### src/rtl/mul_wb_unit.sv
// Iterative signed shift-add multiplier that writes its product back to the register file.
// Define MUL_HI_WB_EN to add a second writeback of the high product word to HI_REG.
module mul_wb_unit #(
    parameter int WIDTH = 32,
    parameter int ADDR_W = 5,
    parameter logic [ADDR_W-1:0] HI_REG = ADDR_W'(13)
) (
    input  logic              clk,
    input  logic              rst,
    input  logic              start,
    input  logic              flush,
    input  logic [WIDTH-1:0]  opA,
    input  logic [WIDTH-1:0]  opB,
    input  logic [ADDR_W-1:0] destAddr,
    output logic              busy,
    output logic              done,
    output logic              wbEn,
    output logic [ADDR_W-1:0] wbAddr,
    output logic [WIDTH-1:0]  wbData
);

    localparam int CNT_W = $clog2(WIDTH) + 1;

`ifdef MUL_HI_WB_EN
    typedef enum logic [1:0] {IDLE, RUN, WB_LO, WB_HI} state_t;
`else
    typedef enum logic [1:0] {IDLE, RUN, WB_LO} state_t;
`endif

    state_t              state;
    logic [WIDTH-1:0]    mcand;
    logic [WIDTH-1:0]    mplier;
    logic [WIDTH-1:0]    acc;
    logic [CNT_W-1:0]    count;
    logic                sign;
    logic [ADDR_W-1:0]   dest;

    logic [WIDTH-1:0]    absA;
    logic [WIDTH-1:0]    absB;
    logic [WIDTH-1:0]    addend;
    logic [WIDTH:0]      sum;
    logic [WIDTH-1:0]    nextAcc;
    logic [WIDTH-1:0]    nextMplier;
    logic [2*WIDTH-1:0]  magProd;
    logic [2*WIDTH-1:0]  finalProd;
    logic                lastStep;

    // The most negative operand negates to itself, which read as unsigned is its true magnitude.
    assign absA = opA[WIDTH-1] ? (~opA + 1'b1) : opA;
    assign absB = opB[WIDTH-1] ? (~opB + 1'b1) : opB;

    // The carry out of the add becomes the top bit after the right shift.
    assign addend     = mplier[0] ? mcand : '0;
    assign sum        = {1'b0, acc} + {1'b0, addend};
    assign nextAcc    = sum[WIDTH:1];
    assign nextMplier = {sum[0], mplier[WIDTH-1:1]};
    assign magProd    = {nextAcc, nextMplier};
    assign finalProd  = sign ? (~magProd + 1'b1) : magProd;
    assign lastStep   = (count == CNT_W'(WIDTH - 1));

    assign busy = (state != IDLE);

    // The final step registers the signed product both into the writeback port and back
    // into {acc, mplier}, so a later high-word writeback can read it from acc.
    always_ff @(posedge clk or posedge rst) begin
        if (rst) begin
            state  <= IDLE;
            mcand  <= '0;
            mplier <= '0;
            acc    <= '0;
            count  <= '0;
            sign   <= 1'b0;
            dest   <= '0;
            done   <= 1'b0;
            wbEn   <= 1'b0;
            wbAddr <= '0;
            wbData <= '0;
        end else begin
            wbEn <= 1'b0;
            done <= 1'b0;
            if (flush) begin
                state <= IDLE;
            end else begin
                case (state)
                    IDLE: begin
                        if (start) begin
                            mcand  <= absA;
                            mplier <= absB;
                            sign   <= opA[WIDTH-1] ^ opB[WIDTH-1];
                            dest   <= destAddr;
                            acc    <= '0;
                            count  <= '0;
                            state  <= RUN;
                        end
                    end
                    RUN: begin
                        if (lastStep) begin
                            {acc, mplier} <= finalProd;
                            state         <= WB_LO;
                            if (dest != '0) begin
                                wbEn   <= 1'b1;
                                wbAddr <= dest;
                                wbData <= finalProd[WIDTH-1:0];
                            end
`ifndef MUL_HI_WB_EN
                            done <= 1'b1;
`endif
                        end else begin
                            acc    <= nextAcc;
                            mplier <= nextMplier;
                            count  <= count + 1'b1;
                        end
                    end
`ifdef MUL_HI_WB_EN
                    WB_LO: begin
                        state  <= WB_HI;
                        wbEn   <= 1'b1;
                        wbAddr <= HI_REG;
                        wbData <= acc;
                        done   <= 1'b1;
                    end
                    WB_HI: begin
                        state <= IDLE;
                    end
`else
                    WB_LO: begin
                        state <= IDLE;
                    end
`endif
                    default: begin
                        state <= IDLE;
                    end
                endcase
            end
        end
    end

endmodule

### config.mk
export PLATFORM = sky130hd
export DESIGN_NAME = mul_wb_unit
export DESIGN_NICKNAME = d
export VERILOG_FILES = /design/src/rtl/mul_wb_unit.sv
export SDC_FILE = /design/constraint.sdc
export NUM_CORES = 1
export LEC_CHECK = 0
export CAP_MARGIN = 5
export CORE_UTILIZATION = 36
export DETAILED_ROUTE_END_ITERATION = 12
export PLACE_DENSITY_LB_ADDON = 0.05
export RECOVER_POWER = 100
export SYNTH_ARGS = -nofsm -noshare
export SYNTH_HDL_FRONTEND = slang
export SYNTH_SLANG_ARGS = --single-unit
### constraint.sdc
create_clock -name clk -period 4.8 [get_ports clk]
set_input_delay 0.72 -clock clk [delete_from_list [all_inputs] [get_ports clk]]
set_output_delay 0.72 -clock clk [all_outputs]
set_load 0.005 [all_outputs]
# After elaboration in Yosys (flattened, before gate mapping)
# Cells that the tools add are included.
[word_totals] wordCells=60 ff_bits=149 out_inout_bits=40
[classes] eq_ne=6 reduce_logical=9 addsub=5 bitwise=5 mux=24
[ops] op="32-bit 2-to-1 mux" count=7
[ops] op="32-bit case mux with 2 select lines" count=2
[ops] op="32-bit by 1-bit adder with 32-bit output, second input constant" count=2
[ops] op="64-bit by 1-bit adder with 64-bit output, second input constant" count=1
[ops] op="64-bit 2-to-1 mux" count=1
[ops] op="32-bit inverter" count=2
[ops] op="64-bit inverter" count=1
[ops] op="32-bit by 32-bit adder with 33-bit output" count=1
[ops] op="6-bit 2-to-1 mux" count=2
[ops] op="6-bit case mux with 2 select lines" count=1
[ops] op="4-bit AND reduction" count=2
[ops] op="1-bit 2-to-1 mux" count=7
[ops] op="6-bit by 1-bit adder with 6-bit output, second input constant" count=1
[ops] op="6-bit by 5-bit == test with 1-bit output, second input constant" count=1
[ops] op="2-bit 2-to-1 mux" count=3
[ops] op="3-bit inequality test, second input constant" count=2
[ops] op="3-bit AND reduction" count=2
[ops] op="5-bit nonzero test" count=1
[ops] op="2-bit inequality test, second input constant" count=2
[ops] op="2-bit case mux with 2 select lines" count=1
[ops] op="2-bit nonzero test" count=2
[ops] op="2-bit by 1-bit == test with 1-bit output, second input constant" count=1
[ops] op="2-bit logical NOT" count=1
[ops] op="2-bit AND reduction" count=1
[ops] op="2 further kinds" count=2

# Depth between registers and ports, before layout
# Gate-level depths: netlist of the first run.
[depth] ltp_word=7 mapped_depth=14 mapped_depth_nobuf=13

# Worst setup path before layout of the first run
# No wires, ideal clock.
[synth_timing] path_type="reg2reg" start="reg mplier[0]" end="reg acc[29]" setup_slack_ns=0.521 period_less_slack_ns=4.279 n_path_buf=1 arrival_time_ns=4.158 stages_incl_launch_ff=15 t_required_ns=4.679 cell_sequence="dfrtp_1 > clkbuf_1 > and2_1 > ha_1 > fa_1 > a21o_1 > a221oi_2 > a2111oi_0 > or3_1 > a211oi_1 > nand4_1 > nor4_1 > a41oi_1 > xor2_1 > a22o_1"
[synth_via] elab_chain_cells=7
[synth_rtl] element="start: declaration" line_no="32" source="logic [WIDTH-1:0] mplier;"
[synth_rtl] element="start signal: assignment" line_no="88" source="mplier <= absB;"
[synth_rtl] element="start signal: assignment" line_no="98" source="{acc, mplier} <= finalProd;"
[synth_rtl] element="start signal: assignment" line_no="110" source="mplier <= nextMplier;"
[synth_rtl] element="32-bit 2-to-1 mux (*)" line_no="53" source="assign addend = mplier[0] ? mcand : '0;"
[synth_rtl] element="32-bit by 32-bit adder with 33-bit output (*)" line_no="54" source="assign sum = {1'b0, acc} + {1'b0, addend};"
[synth_rtl] element="64-bit inverter" line_no="58" source="assign finalProd = sign ? (~magProd + 1'b1) : magProd;"
[synth_rtl] element="64-bit by 1-bit adder with 64-bit output" line_no="58"
[synth_rtl] element="64-bit 2-to-1 mux" line_no="58"
[synth_rtl] element="32-bit 2-to-1 mux (*)" line_no="97" source="if (lastStep) begin"
[synth_rtl] element="32-bit case mux with 2 select lines (*)" line_no="84" source="case (state)"
[synth_rtl] element="end signal: assignment" line_no="98"
[synth_rtl] element="end signal: assignment" line_no="109" source="acc <= nextAcc;"
[synth_rtl] element="end: declaration" line_no="33" source="logic [WIDTH-1:0] acc;"
# Every way passes the cells marked *; elsewhere a longest branch is shown, timed or not.
# A chain may end at the register's enable or synchronous reset.

# Final worst setup path of the first run
[layout_timing] start="reg mplier[0]" end="reg acc[30]"
# The elaborated chain is that of the path after synthesis.

==> out/summary.txt, run 1 <==
CP Data Required Time -> 5.12 ns
initial core utilization -> 0.367
post-synth top area share -> 0.342
Mapped Area -> 0.0109 mm^2
worst-margin pin slew -> 2.70 ns
Die ar. -> 0.0310 mm^2
failing checks -> max-capacitance violations, max-slew violations
Mapped Cells -> 1,309
crit path DAT -> 4.94 ns
die height -> 176 um
Max Cap Viol -> 6
CTS H-tree depth -> 4
Synth area leaders -> dfrtp_1 34%, xor2_1 8.9%, a21oi_1 5.6%
Yosys Warn Count -> 0
Max FO, Critical Path -> 24
first-pass GRT wire length -> 49.3 mm
number of unique standard cell types used by synthesis -> 68
Post-DRT Antenna Nets -> 0
CTS tree -> done
Final Instance Area -> 0.0130 mm^2
root buf cell -> clkbuf_16
Critical path origin -> mplier[0]
Post-Place Cell Area -> 0.0124 mm^2
Worst setup SP type -> register
most frequent cells in the layout -> 149 x dfrtp_1, 136 x nand2_1, 123 x a21oi_1
minimum clock period -> 4.62 ns
Peak Freq -> 216 MHz
met2 wire length -> 12.7 mm
vias per cell -> 5.40
Worst-Skew Late Latency -> 0.44 ns
status -> finished, violations left
Num CTS Buffers -> 17
final wirelength -> 30.0 mm
R2R setup slack -> 0.18 ns
average wire per standard cell -> 16.8 um
Hold WC Path Type -> register to register
flops & latches, synth -> 149
Max Slew Vio Count -> 409
Yosys top cell by area -> dfrtp_1
Avg Cell Area, Syn -> 8.32 um^2
DR vias -> 9,640
Overflow after GRT -> 0
wire length on met3 -> 1.14 mm
setup TNS -> 0 ns
DRC viols -> 0
largest net degree at the start of global routing -> 97
row count -> 63
RSZ-0062 raised after global routing -> false
Crit Path Category -> register to register
clock-pin transition on the worst setup and hold timing paths -> 0.08 ns
worst r2r src -> mplier[0]
cts-stage hold buffer count -> 0
RePlAce Congestion -> 0.892
Boundary Pins -> 113
cts repair resizes -> 0
Worst R2R Path Depth -> 13
final setup fails -> 0
slew margin rel. -> -0.800
Post-synth EDFFs -> 0
GRT Total Usage -> 0.200
die boundary width -> 176 um
met1 WL -> 15.9 mm
n_diodes -> 0
Hold Violations, Final -> 0
Lkg Pwr -> 5.69 nW
Synthesized Nets -> 1,419
reg2reg end -> acc[30]
initial antenna violation count -> 0
Core Area -> 0.0297 mm^2
Power Density -> 371 mW/mm^2
commonest non-fill, non-tap cell in the layout -> dfrtp_1
nature of the critical path endpoint -> register
deepest clock path buffer count -> 2
Top Layer Used -> met4
vias in the first global route -> 9,214
Nets -> 1,492
Seq/Total Area, Yosys -> 0.342
clk_skew -> 0.0151 ns
Setup Buffers After CTS -> 0
router iterations before antenna repair -> 5
layout cells sized above 1 -> 0.0552
crit path to -> acc[30]
dpl hpwl -> 21.8 mm
Peak supply drop -> 227 uV
Syn-to-layout area delta -> 19.0%
period utilisation layout -> 0.963
Top FF cell, synth -> dfrtp_1
PortBufs -> 112
Initial DRC Count -> 596
asr flop ratio synth -> 1.00
CTS Sinks -> 149
[metrics by stage]
step                      hold WS [ns]  worst slack (ns)  std cells  power, mW  utilization
after global routing             0.535            0.0148       1785       5.15        0.436
after floorplan                  0.473            0.0720       1309       2.91            -
final                            0.501             0.179       1785       4.82        0.436
after detailed placement         0.496             0.183       1753       3.41        0.418
after CTS                        0.515             0.118       1785       4.85        0.438
after global placement           0.496             0.210       1753       3.42        0.418
[cells by family after synthesis]
family,share of synthesized area
DFF,0.342
buffers and inverters,0.0350
and+or+nand+nor,0.201
adders and majority gates,0.0432
AOI/OAI and AO/OA,0.231
muxes,0.0149
xor gates and xnor gates,0.133
[report_power, final]
group	internal, mW	switching [mW]	total, mW	leakage [nW]
sequential	1.43	0.197	1.63	1.91
combinational	0.741	1.03	1.77	3.48
clock	0.765	0.645	1.41	0.300
total	2.94	1.87	4.82	5.69
[cells in the mapped netlist, types with 6 or more instances]
cell type  count
and2_1        38
xor2_1       111
mux2_2        10
o31ai_1       30
a21oi_1      123
or2_2          8
nor2b_1        8
a22o_1        35
and3_1         8
xnor2_1       54
inv_1         19
nand2_1      136
clkbuf_1      67
buf_1          9
a41oi_1        6
nor2_1       115
nor3_1        23
dfrtp_1      149
nand3_1       14
ha_1          36
or3_1         26
o41ai_1       12
o211ai_1       8
a31oi_1        6
nand2b_1      12
o21ai_0      114
a211oi_1      16
a21o_1        12
nor4_1        11
nand4_1        8
or4_1         13
[per-layer routing]
layer,vias up,global-route usage
met5,-,0
met4,0,0.0482
met3,19,0.0250
met2,205,0.294
met1,4560,0.307
li1,4856,-
[critical path, cell delays in order, from the launching register on]
cell and delay [ns]:
dfrtp_1 0.45, buf_4 0.22, and2_1 0.16, ha_1 0.36, o21ai_0 0.18, a2111oi_1 0.95
o21ai_0 0.27, a211oi_1 0.42, nand4_1 0.27, nor4_1 0.49, buf_4 0.23, a41oi_1 0.14
xnor2_1 0.18, a22o_1 0.18
[registers in the layout (all words and copies together), names as in the netlist]
register,count
state,2
mcand,32
sign,1
count,6
wbData,32
dest,5
wbEn,1
mplier,32
done,1
wbAddr,5
acc,32
[final cells by class]
type                            instances  area (um^2)
Fill cell                            2981        16800
Clock buffer                           18          439
Multi-Input combinational cell       1061         6790
Timing Repair Buffer                  133         1260
Tap cell                              390          488
Inverter                               20         78.8
Clock inverter                         14          178
Sequential cell                       149         3730
[how the worst min path moves through the flow]
stage,from,endpoint,slack (ns),depth (start not counted)
6_report,wbAddr[3],wbAddr[3],0.50,1
4_1_cts,wbAddr[3],wbAddr[3],0.52,1
5_1_grt,mcand[0],mcand[0],0.53,1
3_5_place_dp,wbAddr[3],wbAddr[3],0.50,1
3_3_place_gp,wbAddr[1],wbAddr[1],0.50,1
2_1_floorplan,mcand[0],mcand[0],0.47,1
(Power assumes the default switching activity.)
==> inputs of run 2 (changes only) <==
Settings changed: CORE_ASPECT_RATIO set to 1.2, CTS_CLUSTER_SIZE set to 25.
==> run 2 against run 1 <==
Net effect: the run still ends with max-capacitance violations, max-slew violations left; design area about the same; core utilization increased by 0.053 points; worst setup slack improved by 0.13 ns; sequential share of layout area about the same; power about the same; first-iteration DRC count increased by 7.9%; worst hold slack improved by 0.0026 ns; clock power about the same; fmax increased by 2.9%; via count decreased by 0.33%; global-route usage increased by 0.41 points; combinational power about the same; critical path type unchanged; largest cell class unchanged.
==> out/summary.txt, run 2 (synthesis results as in run 1) <==
row count -> 69 (+9.5%)
cts-stage hold buffer count -> 0 (unchanged)
commonest non-fill, non-tap cell in the layout -> dfrtp_1
Hold Violations, Final -> 0 (unchanged)
Max Slew Vio Count -> 305 (-25%)
Initial DRC Count -> 643 (+7.9%)
Crit Path Category -> register to register
DR vias -> 9,608 (-0.33%)
slowest stage delay, CP -> 0.68 ns (-0.27 ns)
Cells after DPL -> 1,759 (+0.34%)
vias per cell -> 5.36 (-0.72%)
initial antenna violation count -> 0 (unchanged)
met1 usage -> 0.262 (-0.0452)
Max FO, Critical Path -> 8 (-67%)
clock-pin transition on the worst setup and hold timing paths -> 0.06 ns (-0.02 ns)
Core Area -> 0.0297 mm^2 (about the same)
Die ar. -> 0.0310 mm^2 (about the same)
clk_skew -> 0.00844 ns (-0.00671 ns)
hold path cells -> 1 (unchanged)
Lkg Pwr -> 5.70 nW (+0.23%)
failing checks -> max-capacitance violations, max-slew violations
met3 global-route usage -> 0.0254 (+0.000382)
Final Instance Area -> 0.0130 mm^2 (about the same)
Worst-Skew Late Latency -> 0.44 ns (about the same)
slew margin rel. -> -1.15 (-0.348)
initial core utilization -> 0.367 (about the same)
cts repair resizes -> 0 (unchanged)
Crit-path slowest cell -> or4_1
largest net degree at the start of global routing -> 97 (unchanged)
Final Instance Count excl. Fillers -> 1,792 (+0.39%)
final core area utilization -> 0.437 (+0.000529)
Peak Freq -> 223 MHz (+2.9%)
Num CTS Buffers -> 17 (unchanged)
GRT Total Usage -> 0.204 (+0.00411)
most frequent cells in the layout -> 149 x dfrtp_1, 136 x nand2_1, 123 x a21oi_1
crit-path cells -> or4_1 -> or4_1 -> nor2_1 -> nand3_1 -> or4_1 -> or3_1 -> nor4_4 -> buf_4 -> a31oi_1 -> xor2_1 -> a22o_1
average wire per standard cell -> 16.9 um (+0.23%)
status -> finished, violations left
setup TNS -> 0 ns (unchanged)
final wirelength -> 30.2 mm (+0.62%)
die height -> 193 um (+9.4%)
period utilisation layout -> 0.936 (-0.0272)
Worst setup SP type -> register
Nets -> 1,498 (+0.40%)
Max Cap Viol -> 4 (-2)
Post-DRT Antenna Nets -> 0 (unchanged)
worst-margin pin slew -> 3.22 ns (+0.522 ns)
critical path depth -> 11 (-2)
router iterations before antenna repair -> 5 (unchanged)
Boundary Pins -> 113 (unchanged)
Worst Path Buf+Inv -> 1 (-1)
CTS Sinks -> 149 (unchanged)
Top Usage Layer GRT -> met2
Worst R2R Path Depth -> 11 (-2)
Power Density -> 371 mW/mm^2 (-0.10%)
nature of the critical path endpoint -> register
PortBufs -> 112 (unchanged)
Psw -> 1.80 mW (-4.0%)
first-pass GRT wire length -> 50.4 mm (+2.1%)
crit path DAT -> 4.81 ns (-0.13 ns)
Logic pwr share -> 0.371 (+0.003)
deepest clock path buffer count -> 2 (unchanged)
Overflow after GRT -> 0 (unchanged)
Post-Place Cell Area -> 0.0124 mm^2 (+0.24%)
minimum clock period -> 4.49 ns (-0.131 ns)
root buf cell -> clkbuf_16
die boundary width -> 161 um (-8.6%)
Clock Power Share -> 0.292 (about the same)
total chip power -> 4.81 mW (about the same)
vias in the first global route -> 9,519 (+3.3%)
RePlAce Congestion -> 0.843 (-5.6%)
CP Data Required Time -> 5.12 ns (about the same)
Crit path max-delay family -> simple AND/OR/NAND/NOR gates
Peak supply drop -> 217 uV (-4.4%)
dpl hpwl -> 22.2 mm (+1.7%)
Syn-to-layout area delta -> 19.1% (about the same)
RSZ-0062 raised after global routing -> false
Top cell by count, worst path -> or4_1
DRC viols -> 0 (unchanged)
CTS H-tree depth -> 4 (unchanged)
cell-internal power -> 3.01 mW (+2.4%)
Sequential Power Share -> 0.336 (-0.003)
final setup fails -> 0 (unchanged)
CTS tree -> done
Setup Buffers After CTS -> 0 (unchanged)
Net Sw Frac -> 0.374 (-0.0152)
layout cells sized above 1 -> 0.0557 (+0.000477)
M2 GR Usage -> 0.356 (+0.0623)
Hold WC Path Type -> register to register
run 2: area by class of cell:
| class | instances | area [um^2] |
|---|---|---|
| inverter | 20 | 76.3 |
| timing repair buffer | 139 | 1300 |
| antenna | 1 | 2.50 |
| sequential | 149 | 3730 |
| clock buffer | 19 | 433 |
| clock inverter | 13 | 171 |
| fill | 3013 | 16700 |
| tap | 390 | 488 |
| multi-input combinational | 1061 | 6770 |
run 2: worst paths after layout:
path | startpoint | endpoint | slack [ns]
min in group asynchronous | rst | mplier[4] | 1.58
worst max register to register | mplier[11] | acc[22] | 0.31
worst max-delay path | mplier[11] | acc[22] | 0.31
max in group asynchronous | rst | acc[22] | 0.87
worst min register to register | mcand[0] | mcand[0] | 0.50
worst min-delay path | mcand[0] | mcand[0] | 0.50
run 2: per-layer routing:
metal,wire (um),part of all wire
met3,860,0.028
met5,0,0
met2,15000,0.50
met1,13800,0.46
met4,582,0.019
run 2: through the flow:
stage	hold WS (ns)	setup slack (ns)
floorplan	0.473	0.0720
global placement	0.490	0.605
detailed placement	0.494	0.504
CTS	0.508	0.481
global route	0.518	0.0491
finish	0.504	0.309
run 2: power by group through the flow:
stage | sequential, mW | clock, mW | combinational [mW]
2_1_floorplan | 1.56 | 0 | 1.36
3_3_place_gp | 1.64 | 0 | 1.79
3_5_place_dp | 1.64 | 0 | 1.80
4_1_cts | 1.62 | 1.44 | 1.80
5_1_grt | 1.65 | 1.49 | 2.00
6_report | 1.62 | 1.41 | 1.79
==> inputs of run 3 (changes only) <==
Settings changed: SKIP_CTS_REPAIR_TIMING set to 1.
==> results of run 3 <==
No change in the layout: final DEF, timing and power equal those of run 2.
==> patch, RTL diff (settings of run 3) <==
Change the parameter `ADDR_W` from 5 to 4.
--- a/src/rtl/mul_wb_unit.sv
+++ b/src/rtl/mul_wb_unit.sv
@@ -4,3 +4,3 @@
     parameter int WIDTH = 32,
-    parameter int ADDR_W = 5,
+    parameter int ADDR_W = 4,
     parameter logic [ADDR_W-1:0] HI_REG = ADDR_W'(13)
Interface: changed (resized destAddr and wbAddr); port bits go from 113 to 111. The function was not compared with the original's and may differ.
==> patch against run 3 <==
- the run still ends with capacitance limit, slew limit left
- synthesized cell count increased by 0.84%
- routed wire length increased by 3.7%
- setup slack improved by 0.14 ns
- combinational power decreased by 2%
- sequential cell count decreased by 2
- count of clock-buffer cells in the layout decreased by 1
- design area decreased by 1.7%
- fmax increased by 3.3%
- total power decreased by 1.1%
- clock skew increased by 0.00080 ns
- area after synthesis decreased by 1.8%
- critical path type unchanged
- critical endpoint is now acc[31]
- highest routed layer unchanged
==> patch: results (changes against run 3) <==
slowest cell on the critical path: a31oi_1
CP max stage delay: 0.46 ns (-0.22 ns)
GPL Wtd Cong: 0.861 (+2.2%)
cell family with most CP delay: compound AO/OA/AOI/OAI gates
Detail Placement HPWL: 22800 um (+2.6%)
Worst Path Max Fanout: 10 (+2)
first-pass GRT wire length: 50500 um (+0.16%)
clock skew: 0.00924 ns (+0.000799 ns)
final setup violation count: 0 (unchanged)
status: finished with violations
port bufs: 110 (-1.8%)
total routed wirelength: 31300 um (+3.7%)
Global Route Usage Sum: 21.1% (+0.64 points)
synth top area cells: dfrtp_1 (34%), xor2_1 (8.8%), nand2_1 (7.8%)
drt initial violations: 509 (-21%)
Seq/Total Area, Yosys: 34.4% (+0.15 points)
failing checks: capacitance limit, slew limit
final net count: 1513 (+1.0%)
max cap viols: 5 (+1)
Leak: 0.00544 uW (-4.5%)
synth cell count leaders: nand2_1 (223), o21ai_0 (158), dfrtp_1 (147)
pre-CTS WS: 0.480 ns (-0.0243 ns)
share of layout cells above drive strength 1: 5.58% (+0.0077 points)
Most used DFF post-synth: dfrtp_1
Distinct cells, synth: 73 (+7.4%)
Slew Limit Fails: 354 (+16%)
Clock Latency Late Sink: 0.43 ns
critical path data arrival time: 4.60 ns (-0.21 ns)
ANT cells: 0 (-1)
slew margin rel.: -123% (-8.1 points)
post-synthesis net count: 1429 (+0.70%)
VDD IR max: 0.217 mV (-0.41%)
vias in the first global route: 9367 (-1.6%)
largest net degree at the start of global routing: 98 (+1.0%)
post-DR vias/cell: 5.24 (-2.3%)
## patch: cell type report
class,count,area (um^2)
tap,385,482
timing repair buffer,140,1300
clock inverter,14,168
sequential,147,3680
clock buffer,18,439
multi-input combinational,1076,6600
inverter,22,82.6
fill,2980,16300
## patch: report_power, final
part / total [uW] / internal, uW / switching (uW)
combinational: 1750 / 708 / 1040
clock: 1400 / 797 / 603
sequential: 1610 / 1420 / 187
total: 4760 / 2930 / 1830
## patch: logic make-up (layout without fill, tap and decap cells)
group,after synthesis,in the layout,synth area share [%]
xor gates and xnor gates,170,170,13.9
muxes,8,8,0.807
DFF,147,147,34.4
and+or+nand+nor,487,487,22.4
adders and majority gates,37,37,4.40
buffers and inverters,97,194,3.46
AOI/OAI and AO/OA,374,374,20.6
## patch: path summary, 6_finish.rpt
kind | start | end | slack [ns] | cells after the start
max | mplier[0] | acc[31] | 0.45 | 16
min | wbData[0] | wbData[0] | 0.47 | 2
max reg2reg | mplier[0] | acc[31] | 0.45 | 16
min reg2reg | wbData[0] | wbData[0] | 0.47 | 2
max in group asynchronous | rst | mcand[25] | 0.95 | 2
min in group asynchronous | rst | wbAddr[2] | 1.96 | 2
## patch: per-stage QoR
stage / instances / instance area (um^2)
3_5_place_dp: 1770 / 12300
4_1_cts: 1802 / 12900
5_1_grt: 1802 / 12700
3_3_place_gp: 1770 / 12300
6_report: 1802 / 12700
2_1_floorplan: 1320 / 10700
## patch: per-layer routing
metal | global-route usage (%) | part of all wire, % | vias to the layer above
li1 | - | - | 4805
met1 | 26.2 | 45 | 4443
met2 | 37.4 | 50 | 154
met3 | 2.74 | 2.4 | 34
met4 | 7.06 | 2.1 | 0
met5 | 0 | 0 | -
